===== src/rtl/mux_scan_ctrl.sv =====
`default_nettype none
// ============================================================================
//  Module   : mux_scan_ctrl
//  Purpose  : Steps the select lines of a 4:1 mux through the enabled
//             channels, holds each one for DWELL cycles, samples the mux
//             output at the end of each dwell and publishes the swept word
//             with a one-cycle valid strobe.
//  Revision : 1.0  initial release
// ============================================================================
module mux_scan_ctrl #(
  parameter int DWELL = 4,
  parameter int CW    = 8
) (
  input  logic       clk,
  input  logic       rst,
  input  logic       start,
  input  logic       stop,
  input  logic       cont,
  input  logic [3:0] en_mask,
  input  logic       y,
  output logic       s0,
  output logic       s1,
  output logic [3:0] sample,
  output logic       sample_valid,
  output logic       busy
);

  typedef enum logic [1:0] {
    ST_IDLE = 2'd0,
    ST_SCAN = 2'd1,
    ST_DONE = 2'd2
  } state_t;

  // Terminal count of the dwell counter: the cycle on which y is captured.
  localparam logic [CW-1:0] c_last_cnt = CW'(DWELL - 1);

  state_t        state_q, state_d;
  logic [CW-1:0] cnt_q, cnt_d;
  logic [1:0]    sel_q, sel_d;
  logic [3:0]    mask_q, mask_d;
  logic [3:0]    shadow_q, shadow_d;
  logic [3:0]    sample_q, sample_d;
  logic          sample_valid_q, sample_valid_d;
  logic          busy_q, busy_d;

  logic [2:0]    nxt;

  // Lowest enabled channel of a mask (mask assumed non-zero by callers).
  function automatic logic [1:0] lowest_ch(input logic [3:0] m);
    logic [1:0] r;
    r = 2'd0;
    for (int i = 3; i >= 0; i--) begin
      if (m[i]) r = 2'(i);
    end
    return r;
  endfunction

  // Next enabled channel above cur; MSB flags whether one exists.
  function automatic logic [2:0] next_ch(input logic [3:0] m, input logic [1:0] cur);
    logic [2:0] r;
    r = 3'b000;
    for (int i = 3; i >= 0; i--) begin
      if (m[i] && (i > int'(cur))) r = {1'b1, 2'(i)};
    end
    return r;
  endfunction

  assign nxt = next_ch(mask_q, sel_q);

  // Next-state and datapath update for the scan sequencer.
  always_comb begin
    state_d        = state_q;
    cnt_d          = cnt_q;
    sel_d          = sel_q;
    mask_d         = mask_q;
    shadow_d       = shadow_q;
    sample_d       = sample_q;
    sample_valid_d = 1'b0;

    unique case (state_q)
      ST_IDLE: begin
        if (start && (en_mask != 4'b0000)) begin
          mask_d   = en_mask;
          shadow_d = 4'b0000;
          cnt_d    = '0;
          sel_d    = lowest_ch(en_mask);
          state_d  = ST_SCAN;
        end
      end

      ST_SCAN: begin
        if (stop) begin
          // Abort beats any capture or end-of-sweep in the same cycle.
          cnt_d   = '0;
          sel_d   = 2'd0;
          state_d = ST_IDLE;
        end else if (cnt_q == c_last_cnt) begin
          shadow_d[sel_q] = y;
          if (nxt[2]) begin
            sel_d = nxt[1:0];
            cnt_d = '0;
          end else begin
            // shadow_d already carries the bit captured this cycle.
            sample_d       = shadow_d;
            sample_valid_d = 1'b1;
            state_d        = ST_DONE;
          end
        end else begin
          cnt_d = cnt_q + CW'(1);
        end
      end

      ST_DONE: begin
        if (!stop && cont) begin
          shadow_d = 4'b0000;
          cnt_d    = '0;
          sel_d    = lowest_ch(mask_q);
          state_d  = ST_SCAN;
        end else begin
          cnt_d   = '0;
          sel_d   = 2'd0;
          state_d = ST_IDLE;
        end
      end

      default: begin
        cnt_d   = '0;
        sel_d   = 2'd0;
        state_d = ST_IDLE;
      end
    endcase

    busy_d = (state_d != ST_IDLE);
  end

  // State and output registers with synchronous reset.
  always_ff @(posedge clk) begin
    if (rst) begin
      state_q        <= ST_IDLE;
      cnt_q          <= '0;
      sel_q          <= 2'd0;
      mask_q         <= 4'b0000;
      shadow_q       <= 4'b0000;
      sample_q       <= 4'b0000;
      sample_valid_q <= 1'b0;
      busy_q         <= 1'b0;
    end else begin
      state_q        <= state_d;
      cnt_q          <= cnt_d;
      sel_q          <= sel_d;
      mask_q         <= mask_d;
      shadow_q       <= shadow_d;
      sample_q       <= sample_d;
      sample_valid_q <= sample_valid_d;
      busy_q         <= busy_d;
    end
  end

  assign s0           = sel_q[1];
  assign s1           = sel_q[0];
  assign sample       = sample_q;
  assign sample_valid = sample_valid_q;
  assign busy         = busy_q;

endmodule
`default_nettype wire


===== config.mk =====
export PLATFORM = sky130hd
export DESIGN_NAME = mux_scan_ctrl
export DESIGN_NICKNAME = d
export VERILOG_FILES = /design/src/rtl/mux_scan_ctrl.sv
export SDC_FILE = /design/constraint.sdc
export NUM_CORES = 1
export LEC_CHECK = 0
export ABC_AREA = 1
export CAP_MARGIN = 20
export CORE_ASPECT_RATIO = 1.1
export CORE_UTILIZATION = 58
export CTS_CLUSTER_SIZE = 16
export DETAILED_ROUTE_END_ITERATION = 8
export PLACE_DENSITY = 0.83
export RECOVER_POWER = 25
export SLEW_MARGIN = 20
export SYNTH_ARGS = -nofsm -noshare
export SYNTH_HDL_FRONTEND = slang
export SYNTH_SLANG_ARGS = --single-unit

===== constraint.sdc =====
create_clock -name clk -period 3.1 [get_ports clk]
set_clock_uncertainty 0.15 [all_clocks]
set_input_delay 0.62 -clock clk [delete_from_list [all_inputs] [get_ports clk]]
set_output_delay 0.62 -clock clk [all_outputs]
set_load 0.05 [all_outputs]

==> metrics.txt, run 1 <==
Pwr per Cell Area=between 400 and 500 mW/mm²; number of buffers created by CTS=3; DRC=0; type of element launching the critical path=register; commonest non-fill, non-tap cell in the layout=nand2_1; pin count of the biggest net entering global routing=16; weighted congestion reported at the end of routability-driven placement=roughly 0.9; timing startpoint of the critical path=sel_q[0]$_SDFFE_PP0P_; category of the critical setup timing path=register to output port; initial antenna violation count=0; Logic pwr share=about 18%; Max Cap Violations=0; Critical Path Sink Type=output port; post-CTS sizing=0; IO buf count=17; Root Buffer Master=clkbuf_4; required time worst endpoint=approximately 2.3 ns; final number of hold-violating endpoints=0; Rel. slew slack=approximately 64%; final slew viol count=0; effective utilization at floorplan=slightly above 60%; YS warnings=0; fill cell total of the finished layout=181; Clock power frac=32.3%; top cell family by delay on the critical path=buffers and inverters; Final Critical Period=2.41 ns; internal power consumption=528 µW; Final setup violation count=0; min-delay src=sample[3]$_SDFFE_PP0P_; area delta synth->final=16.0%; Syn Inst Count=approximately 210; Initial DRT Pass Iterations=4; Post-Syn Area per Cell=between 6 and 7 µm²; aggregate negative setup slack=0 ns; Routed WL=about 3000 µm; via count normalized by instance count=roughly 5.4; average detailed-routed wire length per instance=11.5 µm; worst flop-to-flop path startpoint=state_q[0]$_SDFF_PP0_; highest clock rate=a little over 0.4 GHz; nets@finish=~240; cts hold-fix bufs=0; Max FO, Critical Path=6; area of the core=approximately 0.0023 mm²; cell with the largest stage delay on the worst path=clkdlybuf4s50_1; ordered list of cells on the worst path=clkdlybuf4s50_1; maximum count of clock buffers along a single path=2; ratio of final minimum period to clock period=between 70% and 80%; total global routing track utilization=25.3%; Crit path largest cell delay=roughly 0.84 ns; Top Ports=18; vias in the first global route=roughly 1300; length of routed met2 wiring=1450 µm; fraction of the yosys area taken by sequential cells=between 30% and 40%; distinct cell type count after synthesis=24; power spent charging and discharging nets=197 µW; unrepaired setup endpoints after global routing=no; floorplan die area=around 0.0026 mm²; TritonCTS sink count=26; Placement Rows=18; number of nets in the synthesized netlist=around 220; number of antenna cells inserted=0; global-route wire length before repair=approximately 5200 µm; total chip power=725 µW; most frequent cells in the layout=50 x nand2_1, 31 x inv_1, 26 x dfxtp_1; CP arrival=1.64 ns; sum of net half-perimeters after detailed placement=2220 µm; final core occ=just over 70%; status=finished, final reports clean; violation count after the first detailed-routing iteration=between 50 and 60; uppermost metal layer occupied by signal nets=met4; M1 WL=about 1300 µm; Post CTS Setup Buffer Count=0; horizontal extent of the die=around 49 µm; total via count in the routed design=1397; number of antenna-violating nets in the routed design=0; post-CTS clock slew at the launch and capture registers of the worst setup and hold paths=roughly 0.15 ns; post-synthesis cell area=0.00142 mm²; Final WS setup=about 0.69 ns; amount of wire on met3 after detailed routing=about 210 µm; leakage power=between 0.7 and 0.8 nW; total congestion overflow=0; number of levels the H-tree was split into=1; Buf+Inv Stages, Crit Path=1; synthesized flop and latch total=26; fraction of power consumed by sequential logic=approximately 50%; pre-CTS setup slack=~0.8 ns; class of the tightest hold or removal check=register to register; transition time at the pin with the least slew margin=~0.53 ns; height of the chip=53.9 µm; worst IR drop on VDD=between 0.0003 and 0.0004 V; clock tree from TritonCTS=done; Worst-Skew Late Latency=0.33 ns; share of layout cells above drive strength 1=under 10%; switching power share of the total=between 20% and 30%
routing by layer:
metal | vias to the layer above | GRT usage (%)
met3 | 5 | 3.95
met1 | 622 | 30.5
met2 | 51 | 44.5
met4 | 0 | 12.3
met5 | - | 0
li1 | 719 | -
registers in the layout (all words and copies together), names as in the netlist:
name,count
sample_valid,1
mask_q,4
shadow_q,4
sample,4
state_q,2
sel_q,2
cnt_q,8
busy,1
cell families (layout without fill, tap and decap cells):
logic type / Yosys count / after routing / share of synthesized area, %
adder cells (fa/ha/maj): 1 / 1 / 0.882
AO/OA/AOI/OAI: 37 / 37 / 14.2
flip-flops: 26 / 26 / 36.7
buffers and inverters: 35 / 55 / 9.27
AND/OR/NAND/NOR: 111 / 111 / 38.3
XOR/XNOR: 1 / 1 / 0.618
power groups by stage:
stage	clock [mW]	combinational (mW)	sequential, mW
6_report	0.235	0.130	0.361
5_1_grt	0.243	0.145	0.363
4_1_cts	0.236	0.135	0.361
3_5_place_dp	0	0.134	0.368
3_3_place_gp	0	0.131	0.368
2_1_floorplan	0	0.0859	0.375
synth_stat cells, drive strengths merged:
cell type  count  area, µm²
a41oi          1       8.76
and2           1       8.76
nor2          25        118
inv           33        124
nand2         57        251
o21ai         14       70.1
nand3         16       90.1
nor3           1       5.00
ha             1       12.5
nand4          9       56.3
dfxtp         26        521
a21oi         20        108
nand3b         1       7.51
clkbuf         2       7.51
or2            1       6.26
xor2           1       8.76
o211ai         2       15.0
final timing paths:
| path | to | slack [ns] | depth (start not counted) |
|---|---|---|---|
| worst min-delay path | sample[3]$_SDFFE_PP0P_ | 0.34 | 2 |
| worst max-delay path | s1 | 0.69 | 1 |
| worst max register to register | cnt_q[2]$_SDFFE_PP0P_ | 1.19 | 8 |
| worst min register to register | sample[3]$_SDFFE_PP0P_ | 0.34 | 2 |
final cells by class:
type	instances	area (µm²)	area share, %
inverters	33	124	7.53
flip-flops and latches	26	520	31.7
clock inverters	1	30.0	1.83
clock buffers	3	22.5	1.37
multi-input cells	150	732	44.5
repair buffers	18	178	10.8
well taps	30	37.5	2.28
stage by stage:
step | area (µm²) | hold WS [ns] | cells
2_1_floorplan | 1420 | 0.289 | 211
3_3_place_gp | 1630 | 0.285 | 257
3_5_place_dp | 1630 | 0.319 | 257
4_1_cts | 1680 | 0.339 | 261
5_1_grt | 1640 | 0.362 | 261
6_report | 1640 | 0.335 | 261
No activity file was read; power rests on OpenSTA's default activity.
==> run 2: changes to the inputs <==
- CORE_UTILIZATION: 58 -> 54
- PLACE_DENSITY: 0.83 -> 0.78
- clock period: 3.1 -> 2.3 ns (I/O delays scaled with it)
==> metrics.txt, run 2 (same netlist as run 1, synthesis figures left out) <==
pin count of the biggest net entering global routing=15 (was 16); total congestion overflow=0 (unchanged); final slew viol count=0 (unchanged); Reg area=520 µm² (unchanged); status=finished, final reports clean (unchanged); Max FO, Critical Path=5 (was 6); register-to-register setup slack=0.47 ns (was 1.19 ns); CP arrival=1.58 ns (was 1.64 ns); Initial DRT Pass Iterations=4 (unchanged); floorplan die area=0.00283 mm² (was 0.00265 mm²); total via count in the routed design=1416 (was 1397); number of levels the H-tree was split into=1 (unchanged); Crit path largest cell delay=0.83 ns (was 0.84 ns); violation count after the first detailed-routing iteration=39 (was 51); ordered list of cells on the worst path=clkdlybuf4s50_1 (unchanged); worst reg2reg endpoint=cnt_q[6]$_SDFFE_PP0P_ (was cnt_q[2]$_SDFFE_PP0P_); Final Critical Period=around 2.2 ns; global-route wire length before repair=5090 µm (was 5220 µm); cell count after placement=259 (was 257); vias in the first global route=1261 (was 1279); Pwr per Cell Area=544 mW/mm² (was 441 mW/mm²); Routed WL=3080 µm (was 3000 µm); number of antenna-violating nets in the routed design=0 (unchanged); DRC=0 (unchanged); final number of hold-violating endpoints=0 (unchanged); IO buf count=17 (unchanged); ratio of final minimum period to clock period=between 90% and 100%; total global routing track utilization=23.1% (was 25.3%); nets@finish=244 (was 243); area delta synth->final=15.9% (was 16.0%); cts hold-fix bufs=0 (unchanged); sum of net half-perimeters after detailed placement=2390 µm (was 2220 µm); share of layout cells above drive strength 1=8.19% (was 7.79%); cells on worst reg2reg path=8 (unchanged); TritonCTS sink count=26 (unchanged); top cell family by delay on the critical path=buffers and inverters (unchanged); Max Cap Violations=0 (unchanged); unrepaired setup endpoints after global routing=no (unchanged); Top Ports=18 (unchanged); leakage power=0.739 nW (was 0.727 nW); Root Buffer Master=clkbuf_4 (unchanged); height of the chip=55.7 µm (was 53.9 µm); Worst-Skew Late Latency=0.32 ns (was 0.33 ns); via count normalized by instance count=5.38 (was 5.35); largest register by flop count=cnt_q (unchanged); highest clock rate=0.456 GHz; most frequent cells in the layout=50 x nand2_1, 31 x inv_1, 26 x dfxtp_1 (unchanged); number of antenna cells inserted=0 (unchanged); category of the critical setup timing path=register to output port (unchanged); cell depth of the worst min-delay path=2 (unchanged); Final setup violation count=0 (unchanged); cell with the largest stage delay on the worst path=clkdlybuf4s50_1 (unchanged); type of element launching the critical path=register (unchanged); initial antenna violation count=0 (unchanged); effective utilization at floorplan=56.8% (was 62.3%); worst flop-to-flop path startpoint=state_q[0]$_SDFF_PP0_ (unchanged); average detailed-routed wire length per instance=11.7 µm (was 11.5 µm); Placement Rows=19 (was 18); non-filler instance count after layout=263 (was 261); min-delay src=sample[3]$_SDFFE_PP0P_ (unchanged); Buf+Inv Stages, Crit Path=1 (unchanged); Critical Path Sink Type=output port (unchanged); Rel. slew slack=65.0% (was 64.3%); fill cell total of the finished layout=242 (was 181); horizontal extent of the die=50.9 µm (was 49.1 µm); hold endpoint=sample[3]$_SDFFE_PP0P_ (unchanged); required time worst endpoint=1.69 ns (was 2.33 ns); class of the tightest hold or removal check=register to register (unchanged); flip-flop count of the largest register after layout=8 (unchanged); number of buffers created by CTS=3 (unchanged); weighted congestion reported at the end of routability-driven placement=0.941 (was 0.906); post-CTS clock slew at the launch and capture registers of the worst setup and hold paths=0.13 ns (was 0.15 ns); area of the core=0.00250 mm² (was 0.00227 mm²); transition time at the pin with the least slew margin=0.523 ns (was 0.533 ns); worst IR drop on VDD=0.000513 V (was 0.000326 V); clock tree from TritonCTS=done (unchanged); commonest non-fill, non-tap cell in the layout=nand2_1 (unchanged); area taken by multi-input logic gates=739 µm² (was 732 µm²); maximum count of clock buffers along a single path=2 (unchanged); aggregate negative setup slack=0 ns (unchanged)
[run 2: worst max path at each step]
stage	startpoint	endpoint	slack, ns	cells past startpoint
detailed placement	stop	shadow_q[1]$_SDFFE_PP0P_	0.18	9
global route	sel_q[1]$_SDFFE_PP0P_	s0	0.06	1
finish	sel_q[1]$_SDFFE_PP0P_	s0	0.11	1
floorplan	sel_q[0]$_SDFFE_PP0P_	cnt_q[4]$_SDFFE_PP0P_	0.58	8
CTS	sel_q[0]$_SDFFE_PP0P_	s1	0.07	1
global placement	stop	shadow_q[2]$_SDFFE_PP0P_	0.23	9
[run 2: stage by stage]
stage / setup WS [ns] / hold slack, ns / power, mW / cell area [µm²] / utilization [%]
after floorplan: 0.581 / 0.289 / 0.622 / 1420 / -
after global routing: 0.0630 / 0.318 / 0.935 / 1640 / 65.8
after CTS: 0.0740 / 0.305 / 0.906 / 1670 / 66.9
final: 0.107 / 0.302 / 0.893 / 1640 / 65.8
after detailed placement: 0.181 / 0.285 / 0.679 / 1630 / 65.5
after global placement: 0.228 / 0.283 / 0.675 / 1630 / 65.5
[run 2: metal layers]
metal / up-vias / GRT usage [%] / part of all wire [%]
met5: - / 0 / 0
li1: 724 / - / -
met1: 665 / 27.3 / 44
met3: 5 / 3.28 / 3.0
met4: 0 / 6.35 / 1.0
met2: 22 / 42.3 / 52
[run 2: worst register-to-register path, delay by kind of cell, from the launching register on]
family,cells,cell delay [ns]
simple gates,7,1.07
flops,1,0.44
compound gates,1,0.12
[run 2: repair_timing]
item                       in CTS  in global routing
gates resized for setup         0                  1
setup buffers                   0                  0
setup endpoints to repair       0                  1
[run 2: area by class of cell]
| type | count | area share [%] |
|---|---|---|
| Clock buffer | 4 | 2.21 |
| Inverter | 33 | 7.54 |
| Timing Repair Buffer | 19 | 11.2 |
| Tap cell | 31 | 2.36 |
| Multi-Input combinational cell | 150 | 45.0 |
| Sequential cell | 26 | 31.7 |
[run 2: power by group]
group / switching [mW] / internal, mW
Sequential: 0.0155 / 0.471
Combinational: 0.112 / 0.0651
Clock: 0.133 / 0.0969
Total: 0.260 / 0.633
==> run 3: changes to the inputs <==
- CORE_UTILIZATION: 54 -> 40
- CTS_BUF_LIST: unset -> sky130_fd_sc_hd__clkbuf_4 sky130_fd_sc_hd__clkbuf_8
- PLACE_DENSITY: 0.78 -> unset
- SLEW_MARGIN: 20 -> unset
==> metrics.txt, run 3 (same netlist as run 1, synthesis figures left out) <==
status=finished, final reports clean (unchanged); min-delay src=sample[3]$_SDFFE_PP0P_ (unchanged); final core occ=49.9% (was 65.8%); Post CTS Setup Buffer Count=0 (unchanged); instance count on the critical path=1 (unchanged); Worst-Skew Late Latency=0.32 ns (about the same); average detailed-routed wire length per instance=11.2 µm (was 11.7 µm); pre-CTS setup slack=0.159 ns (was 0.181 ns); ordered list of cells on the worst path=clkdlybuf4s50_1 (unchanged); pin count of the biggest net entering global routing=15 (unchanged); Pwr per Cell Area=538 mW/mm² (was 544 mW/mm²); floorplan die area=0.00379 mm² (was 0.00283 mm²); cts hold-fix bufs=0 (unchanged); weighted congestion reported at the end of routability-driven placement=0.783 (was 0.941); cells on worst reg2reg path=9 (was 8); Critical Path Sink Type=output port (unchanged); worst flop-to-flop path startpoint=cnt_q[0]$_SDFFE_PP0P_ (was state_q[0]$_SDFF_PP0_); flip-flop count of the largest register after layout=8 (unchanged); final slew viol count=0 (unchanged); highest clock rate=0.460 GHz (was 0.456 GHz); transition time at the pin with the least slew margin=0.500 ns (was 0.523 ns); CP arrival=1.57 ns (was 1.58 ns); required time worst endpoint=1.69 ns (about the same); Rel. slew slack=66.6% (was 65.0%); Initial DRT Pass Iterations=4 (unchanged); post-CTS clock slew at the launch and capture registers of the worst setup and hold paths=0.13 ns (about the same); horizontal extent of the die=58.8 µm (was 50.9 µm); final number of hold-violating endpoints=0 (unchanged); maximum count of clock buffers along a single path=2 (unchanged); IO buf count=17 (unchanged); DRC=0 (unchanged); sum of net half-perimeters after detailed placement=2500 µm (was 2390 µm); worst reg2reg endpoint=cnt_q[4]$_SDFFE_PP0P_ (was cnt_q[6]$_SDFFE_PP0P_); hold endpoint=sample[3]$_SDFFE_PP0P_ (unchanged); register-to-register setup slack=0.44 ns (was 0.47 ns); TritonCTS sink count=26 (unchanged); Buf+Inv Stages, Crit Path=1 (unchanged); most frequent cells in the layout=52 x nand2_1, 32 x inv_1, 26 x dfxtp_1 (was 50 x nand2_1, 31 x inv_1, 26 x dfxtp_1); total via count in the routed design=1390 (was 1416); number of antenna-violating nets in the routed design=0 (unchanged); total congestion overflow=0 (unchanged); number of buffers created by CTS=3 (unchanged); share of layout cells above drive strength 1=7.76% (was 8.19%); aggregate negative setup slack=0 ns (unchanged); height of the chip=64.4 µm (was 55.7 µm); Max FO, Critical Path=5 (unchanged); Final WS setup=0.124 ns (was 0.107 ns); area delta synth->final=18.2% (was 15.9%); effective utilization at floorplan=42.2% (was 56.8%); leakage power=0.740 nW (was 0.739 nW); Top Ports=18 (unchanged); total global routing track utilization=19.2% (was 23.1%); top cell family by delay on the critical path=buffers and inverters (unchanged); vias in the first global route=1281 (was 1261); commonest non-fill, non-tap cell in the layout=nand2_1 (unchanged); Crit path largest cell delay=0.83 ns (about the same); class of the tightest hold or removal check=register to register (unchanged); final instance area=0.00168 mm² (was 0.00164 mm²); area of the core=0.00336 mm² (was 0.00250 mm²); worst IR drop on VDD=0.000203 V (was 0.000513 V); Final setup violation count=0 (unchanged); ratio of final minimum period to clock period=94.6% (was 95.3%); largest register by flop count=cnt_q (unchanged); initial antenna violation count=0 (unchanged); cell depth of the worst min-delay path=2 (unchanged); cell area after placement=0.00166 mm² (was 0.00163 mm²); Root Buffer Master=clkbuf_4 (unchanged); violation count after the first detailed-routing iteration=60 (was 39); number of levels the H-tree was split into=1 (unchanged); global-route wire length before repair=5600 µm (was 5090 µm); Placement Rows=22 (was 19); clock tree from TritonCTS=done (unchanged); unrepaired setup endpoints after global routing=no (unchanged); via count normalized by instance count=4.96 (was 5.38); type of element launching the critical path=register (unchanged); number of antenna cells inserted=0 (unchanged); Max Cap Violations=0 (unchanged); category of the critical setup timing path=register to output port (unchanged); Routed WL=3130 µm (was 3080 µm); post-CTS sizing=0 (unchanged); nets@finish=244 (unchanged); cell with the largest stage delay on the worst path=clkdlybuf4s50_1 (unchanged); Final Critical Period=2.18 ns (was 2.19 ns)
run 3: stage by stage:
stage / hold slack [ns] / power, mW / instances
after global placement: 0.283 / 0.680 / 276
after global routing: 0.337 / 0.959 / 280
after detailed placement: 0.288 / 0.685 / 276
after CTS: 0.307 / 0.914 / 280
after floorplan: 0.289 / 0.622 / 211
final: 0.303 / 0.901 / 280
run 3: how the worst max path moves through the flow:
stage / slack [ns] / endpoint / from
2_1_floorplan: 0.58 / cnt_q[4]$_SDFFE_PP0P_ / sel_q[0]$_SDFFE_PP0P_
3_3_place_gp: 0.24 / shadow_q[1]$_SDFFE_PP0P_ / stop
3_5_place_dp: 0.16 / shadow_q[3]$_SDFFE_PP0P_ / stop
4_1_cts: 0.07 / s1 / sel_q[0]$_SDFFE_PP0P_
5_1_grt: 0.04 / s0 / sel_q[1]$_SDFFE_PP0P_
6_report: 0.12 / s0 / sel_q[1]$_SDFFE_PP0P_
run 3: per-layer routing:
| layer | share of wire [%] | vias to the layer above | GRT usage [%] |
|---|---|---|---|
| met1 | 46 | 620 | 25.1 |
| met2 | 47 | 37 | 30.8 |
| met3 | 4.1 | 7 | 2.59 |
| met4 | 2.2 | 0 | 8.63 |
| li1 | - | 726 | - |
| met5 | 0 | - | 0 |
run 3: area by class of cell:
class	count	area (µm²)
fillers	376	1680
multi-input cells	150	751
flip-flops and latches	26	520
repair buffers	19	184
inverters	33	124
well taps	48	60.1
clock buffers	4	36.3
run 3: where the power goes:
group          total (mW)  switching, mW  internal (mW)
Combinational       0.184          0.118         0.0669
Sequential          0.487         0.0156          0.471
Clock               0.230          0.133         0.0968
Total               0.901          0.266          0.635
